## src/rtl/ifu_fetch.sv

```systemverilog
// ifu_fetch: instruction fetch stage.
//   Owns the PC and issues one word request per cycle to a synchronous
//   instruction memory with 1-cycle read latency. Returned words are buffered
//   in a FIFO and presented to decode as {pc, inst} through a valid/ready
//   handshake. A branch redirect flushes buffered and in-flight fetches.
//
// Optional feature macro: IFU_ADEF_EN
//   Defined   : a misaligned redirect target produces one fetch-address
//               exception entry and halts fetch until the next redirect/reset.
//   Undefined : target[1:0] is cleared and fetch proceeds normally.
//
// Ports:
//   clk, rst                    clock, synchronous active-high reset
//   branch_flag_i/target_i      redirect request and target from EX
//   inst_req_o, inst_addr_o     memory request enable and address
//   inst_rdata_i                memory read data (cycle after request)
//   inst_valid_o, id_ready_i    FIFO head handshake with decode
//   pc_o, inst_o, excp_adef_o   FIFO head payload (0 when empty)
module ifu_fetch #(
  parameter logic [31:0] RESET_PC   = 32'h1c00_0000,
  parameter int unsigned FIFO_DEPTH = 2
) (
  input  logic        clk,
  input  logic        rst,
  input  logic        branch_flag_i,
  input  logic [31:0] branch_target_i,
  output logic        inst_req_o,
  output logic [31:0] inst_addr_o,
  input  logic [31:0] inst_rdata_i,
  output logic        inst_valid_o,
  input  logic        id_ready_i,
  output logic [31:0] pc_o,
  output logic [31:0] inst_o,
  output logic        excp_adef_o
);

  localparam int unsigned AW = $clog2(FIFO_DEPTH);
  localparam int unsigned CW = $clog2(FIFO_DEPTH + 1);
  localparam logic [CW:0] DEPTH_OCC = (CW + 1)'(FIFO_DEPTH);

  logic [31:0]   pc_q;
  logic [31:0]   req_pc_q;
  logic          inflight_q;
  logic          halt_q;
  logic [CW-1:0] count_q;
  logic [AW-1:0] rd_ptr_q;
  logic [AW-1:0] wr_ptr_q;

  logic [31:0] pc_mem   [FIFO_DEPTH];
  logic [31:0] inst_mem [FIFO_DEPTH];

  logic          deq;
  logic          enq;
  logic [31:0]   enq_pc;
  logic [31:0]   enq_inst;
  logic [31:0]   redirect_pc;
  logic [CW:0]   occ;

`ifdef IFU_ADEF_EN
  logic adef_mem [FIFO_DEPTH];
  logic adef_pend_q;
  logic misaligned;

  assign misaligned  = (branch_target_i[1:0] != 2'b00);
  assign redirect_pc = branch_target_i;

  // The pending exception entry carries the (halted) redirect target held in pc_q.
  assign enq      = (inflight_q | adef_pend_q) & ~branch_flag_i;
  assign enq_pc   = adef_pend_q ? pc_q : req_pc_q;
  assign enq_inst = adef_pend_q ? 32'h0 : inst_rdata_i;
`else
  assign halt_q      = 1'b0;
  assign redirect_pc = branch_target_i & 32'hffff_fffc;

  assign enq      = inflight_q & ~branch_flag_i;
  assign enq_pc   = req_pc_q;
  assign enq_inst = inst_rdata_i;
`endif

  assign inst_valid_o = (count_q != '0);
  assign deq          = inst_valid_o & id_ready_i;

  // Entries buffered plus in flight after this cycle's dequeue must leave room.
  assign occ         = {1'b0, count_q} + (CW + 1)'(inflight_q) - (CW + 1)'(deq);
  assign inst_req_o  = ~rst & ~branch_flag_i & ~halt_q & (occ < DEPTH_OCC);
  assign inst_addr_o = rst ? 32'h0 : pc_q;

  // Head payload, forced to zero when the FIFO is empty.
  always_comb begin
    pc_o        = 32'h0;
    inst_o      = 32'h0;
    excp_adef_o = 1'b0;
    if (inst_valid_o) begin
      pc_o   = pc_mem[rd_ptr_q];
      inst_o = inst_mem[rd_ptr_q];
`ifdef IFU_ADEF_EN
      excp_adef_o = adef_mem[rd_ptr_q];
`endif
    end
  end

  // PC, in-flight tracking and FIFO pointers.
  always_ff @(posedge clk) begin
    if (rst) begin
      pc_q       <= RESET_PC;
      req_pc_q   <= 32'h0;
      inflight_q <= 1'b0;
      count_q    <= '0;
      rd_ptr_q   <= '0;
      wr_ptr_q   <= '0;
    end else if (branch_flag_i) begin
      pc_q       <= redirect_pc;
      inflight_q <= 1'b0;
      count_q    <= '0;
      rd_ptr_q   <= '0;
      wr_ptr_q   <= '0;
    end else begin
      if (inst_req_o) begin
        pc_q     <= pc_q + 32'd4;
        req_pc_q <= pc_q;
      end
      inflight_q <= inst_req_o;
      if (enq) wr_ptr_q <= wr_ptr_q + AW'(1);
      if (deq) rd_ptr_q <= rd_ptr_q + AW'(1);
      count_q <= count_q + CW'(enq) - CW'(deq);
    end
  end

`ifdef IFU_ADEF_EN
  // Misaligned redirect: halt fetch and queue one exception entry next cycle.
  always_ff @(posedge clk) begin
    if (rst) begin
      halt_q      <= 1'b0;
      adef_pend_q <= 1'b0;
    end else if (branch_flag_i) begin
      halt_q      <= misaligned;
      adef_pend_q <= misaligned;
    end else begin
      adef_pend_q <= 1'b0;
    end
  end
`endif

  // FIFO storage; data only, no reset needed.
  always_ff @(posedge clk) begin
    if (~rst & enq) begin
      pc_mem[wr_ptr_q]   <= enq_pc;
      inst_mem[wr_ptr_q] <= enq_inst;
`ifdef IFU_ADEF_EN
      adef_mem[wr_ptr_q] <= adef_pend_q;
`endif
    end
  end

endmodule

```

## config.mk

```make
export PLATFORM = sky130hd
export DESIGN_NAME = ifu_fetch
export DESIGN_NICKNAME = d
export VERILOG_FILES = /design/src/rtl/ifu_fetch.sv
export SDC_FILE = /design/constraint.sdc
export NUM_CORES = 1
export LEC_CHECK = 0
export BUFFER_PORTS_ARGS = -buffer_cell sky130_fd_sc_hd__buf_2
export CELL_PAD_IN_SITES_DETAIL_PLACEMENT = 1
export CELL_PAD_IN_SITES_GLOBAL_PLACEMENT = 2
export CORE_AREA = 10 10 169 171
export DETAILED_ROUTE_END_ITERATION = 7
export DIE_AREA = 0 0 179 181
export PLACE_DENSITY = 0.79
export SETUP_SLACK_MARGIN = 0.15
export SYNTH_ARGS = -nofsm -noshare
export SYNTH_HDL_FRONTEND = slang
export SYNTH_SLANG_ARGS = --single-unit
```

## constraint.sdc

```tcl
create_clock -name clk -period 4.6 [get_ports clk]
set_input_delay 0.92 -clock clk [delete_from_list [all_inputs] [get_ports clk]]
set_output_delay 0.92 -clock clk [all_outputs]
set_load 0.005 [all_outputs]
```

==> impl_metrics.toml <==
[sta]
finalCriticalPeriod_ns = 3.50
slew-limit-headroom = 0.350
setup_tns_ns = 0
fin_crit_sh = 0.762
setup_violations = 0
finalClockSkew_ns = 0.0121
rsz0062_at_grt = "false"
worst_pin_slew_ns = 0.975
maxSlewViolCount = 0
timing.final.ws_setup_ns = 1.10
hold_violations = 0
fmax_mhz = 285

[setup_path]
required_ns = 3.68
path_class = "register to output pin"
crit_fanout = 9
rrSetupSlack_ns = 1.48
worstPathArrival_ns = 2.58
startpoint_type = "register"
endpoint_kind = "output pin"
worstPathCellList = "nand2_1, nor2_1, o21ai_0, fa_1, xnor2_4, nand3_2, inv_2, buf_2"
max_stage_delay_ns = 0.61
cpMaxStageDelayCell = "dfxtp_1"

[placed_design]
place_ws_ns = 1.05
place_area_um2 = 9100
port_buffers = 159
gp_congestion = 0.754
dp_hpwl_um = 15000

[global_routing]
grtUsageTotal = 0.130
antenna_found_initial = 3
grt_pass1_wl_um = 32700
grt_pass1_vias = 5776
grt_overflow_total = 0
grt_max_degree = 63

[floorplan]
fp.dieH_um = 181
die-area_um2 = 32400
fp.dieW_um = 179
rows = 58
initial_utilization = 0.318
pin_count = 167
core_area_um2 = 25000

[routing]
top_layer_used = "met5"
met3WireLength_um = 1290
wl_met2_um = 10100
wl_per_cell_um = 18.3
vias = 5498
wirelength_met1_um = 9960
dr.pass1.iters = 4
drtIter0Drc = 237
via_per_inst = 4.67
wl_um = 21500
postRouteAntennaNets = 0
drc = 0

[logic_synthesis]
synth-async-reset-ratio = 0
synth_edf_count = 124
syn_area_per_cell_um2 = 11.6
ys_ff_latch = 190
yosys_warnings = 0
synth-simple-area-share = 0.167
synth_adder_area_share = 0.00566
synthMuxAreaShare = 0.0833
synth_flop_cell = "edfxtp_1"
synth_top_family_by_area = "simple AND/OR/NAND/NOR gates"
synth_compound_area_frac = 0.0523
synth.yosys.seq_area_share = 0.633
synthXorXnorAreaFrac = 0.0299
synth_area_um2 = 7960
syn_inst = 688
synth.distinct_cells = 46

[finish]
layout_commonest_cell = "buf_2"
final_area_um2 = 9670
fillerInstances = 2756
final_net_count = 904
layout_common_cells = "buf_2 (158), edfxtp_1 (124), nand2_1 (92)"
drive_gt1_frac = 0.252
area_growth_pct = 21.4

[power_and_ir_drop]
combPwrFrac = 0.061
ir_drop_v = 0.000172
seq_power_share = 0.541
p_per_area_nw_per_um2 = 362
p_int_mw = 2.65
switching_power_mw = 0.853
p_leak_nw = 3.51
netSwitchingFraction = 0.243
clkPwrFrac = 0.398

[run]
drv_cap = 0

[clocking]
post-cts-setup-buffers = 0
htreeDepth = 4
cts_resized = 0
holdBufCountCts = 0
cts_buffers = 17
ctsRootBufferMaster = "clkbuf_16"
clock-sinks = 190
clk_latency_ns = 0.43
cts_tree = "yes"
clk_pin_slew_ns = 0.07
cts_buffer_depth = 2

[worst_hold_path]
hold_class = "register to register"

[run_status]
status = "finished clean"
[routing by layer]
layer	GRT usage	vias to the layer above
met5	0	-
met4	0.0288	2
met3	0.0384	13
met2	0.206	127
met1	0.170	2648
li1	-	2708
[flip-flops by register name, indices dropped and copies added (netlist names), named ones only]
signal	flops
inst_mem	64
pc_mem	60
enq_pc	30
pc_q	30
count_q	2
inflight_q	1
rd_ptr_q	1
wr_ptr_q	1
[critical path: cells and delay by family, from the launching register on]
kind,cells,cell delay [ns]
buffers and inverters,2,0.20
AO/OA/AOI/OAI,1,0.14
XOR/XNOR,1,0.34
adder cells (fa/ha/maj),1,0.46
flip-flops,1,0.61
AND/OR/NAND/NOR,3,0.40
[synth_stat cells (all sizes together) (8+ instances only)]
cell type,n,area [µm²]
nor3,12,60.1
edfxtp,124,3720
and2,9,56.3
nor2b,31,194
nand3,15,80.1
nand2,93,357
nor2,86,323
buf,20,98.9
dfxtp,66,1320
a211oi,11,82.6
xnor2,18,176
mux2i,64,641
clkbuf,27,101
nand4,12,81.3
a21oi,43,215
nor4,8,62.6
[logic make-up (layout without fill, tap and decap cells)]
| group | count (synthesis) | count (layout) |
|---|---|---|
| DFF | 190 | 190 |
| AOI/OAI and AO/OA | 69 | 69 |
| and+or+nand+nor | 282 | 282 |
| buffers and inverters | 52 | 206 |
| xor gates and xnor gates | 25 | 25 |
| adders and majority gates | 3 | 3 |
| other | 1 | 7 |
| muxes | 66 | 66 |
[final cells by class]
type | instances | area [µm²] | area share
sequential | 190 | 5050 | 0.522
multi-input combinational | 450 | 2740 | 0.283
timing repair buffer | 169 | 886 | 0.0916
clock buffer | 17 | 425 | 0.0440
tap | 330 | 413 | 0.0427
clock inverter | 15 | 135 | 0.0140
inverter | 5 | 18.8 | 0.00194
antenna | 2 | 5.00 | 0.000518
[per-stage QoR]
| step | power (mW) | hold WS (ns) | instances | util |
|---|---|---|---|---|
| 3_5_place_dp | 2.15 | 0.437 | 1144 | 0.364 |
| 4_1_cts | 3.55 | 0.450 | 1176 | 0.386 |
| 3_3_place_gp | 2.14 | 0.433 | 1144 | 0.364 |
| 5_1_grt | 3.66 | 0.468 | 1176 | 0.386 |
| 2_1_floorplan | 2.04 | 0.425 | 692 | - |
| 6_report | 3.50 | 0.451 | 1178 | 0.386 |
[worst paths after layout]
path | end | depth (start not counted) | startpoint
max | inst_req_o | 8 | count_q[1]
min | pc_mem[0][31] | 0 | enq_pc[31]
max reg2reg | pc_q[26] | 10 | count_q[1]
min reg2reg | pc_mem[0][31] | 0 | enq_pc[31]
[power groups by stage]
stage                     sequential [mW]  clock (mW)  combinational [mW]
after CTS                            1.89        1.44               0.219
after detailed placement             1.93           0               0.218
after global routing                 1.90        1.51               0.241
final                                1.89        1.40               0.213
after global placement               1.93           0               0.212
after floorplan                      1.91           0               0.130
Note: power is estimated with default switching activity, not from simulation.
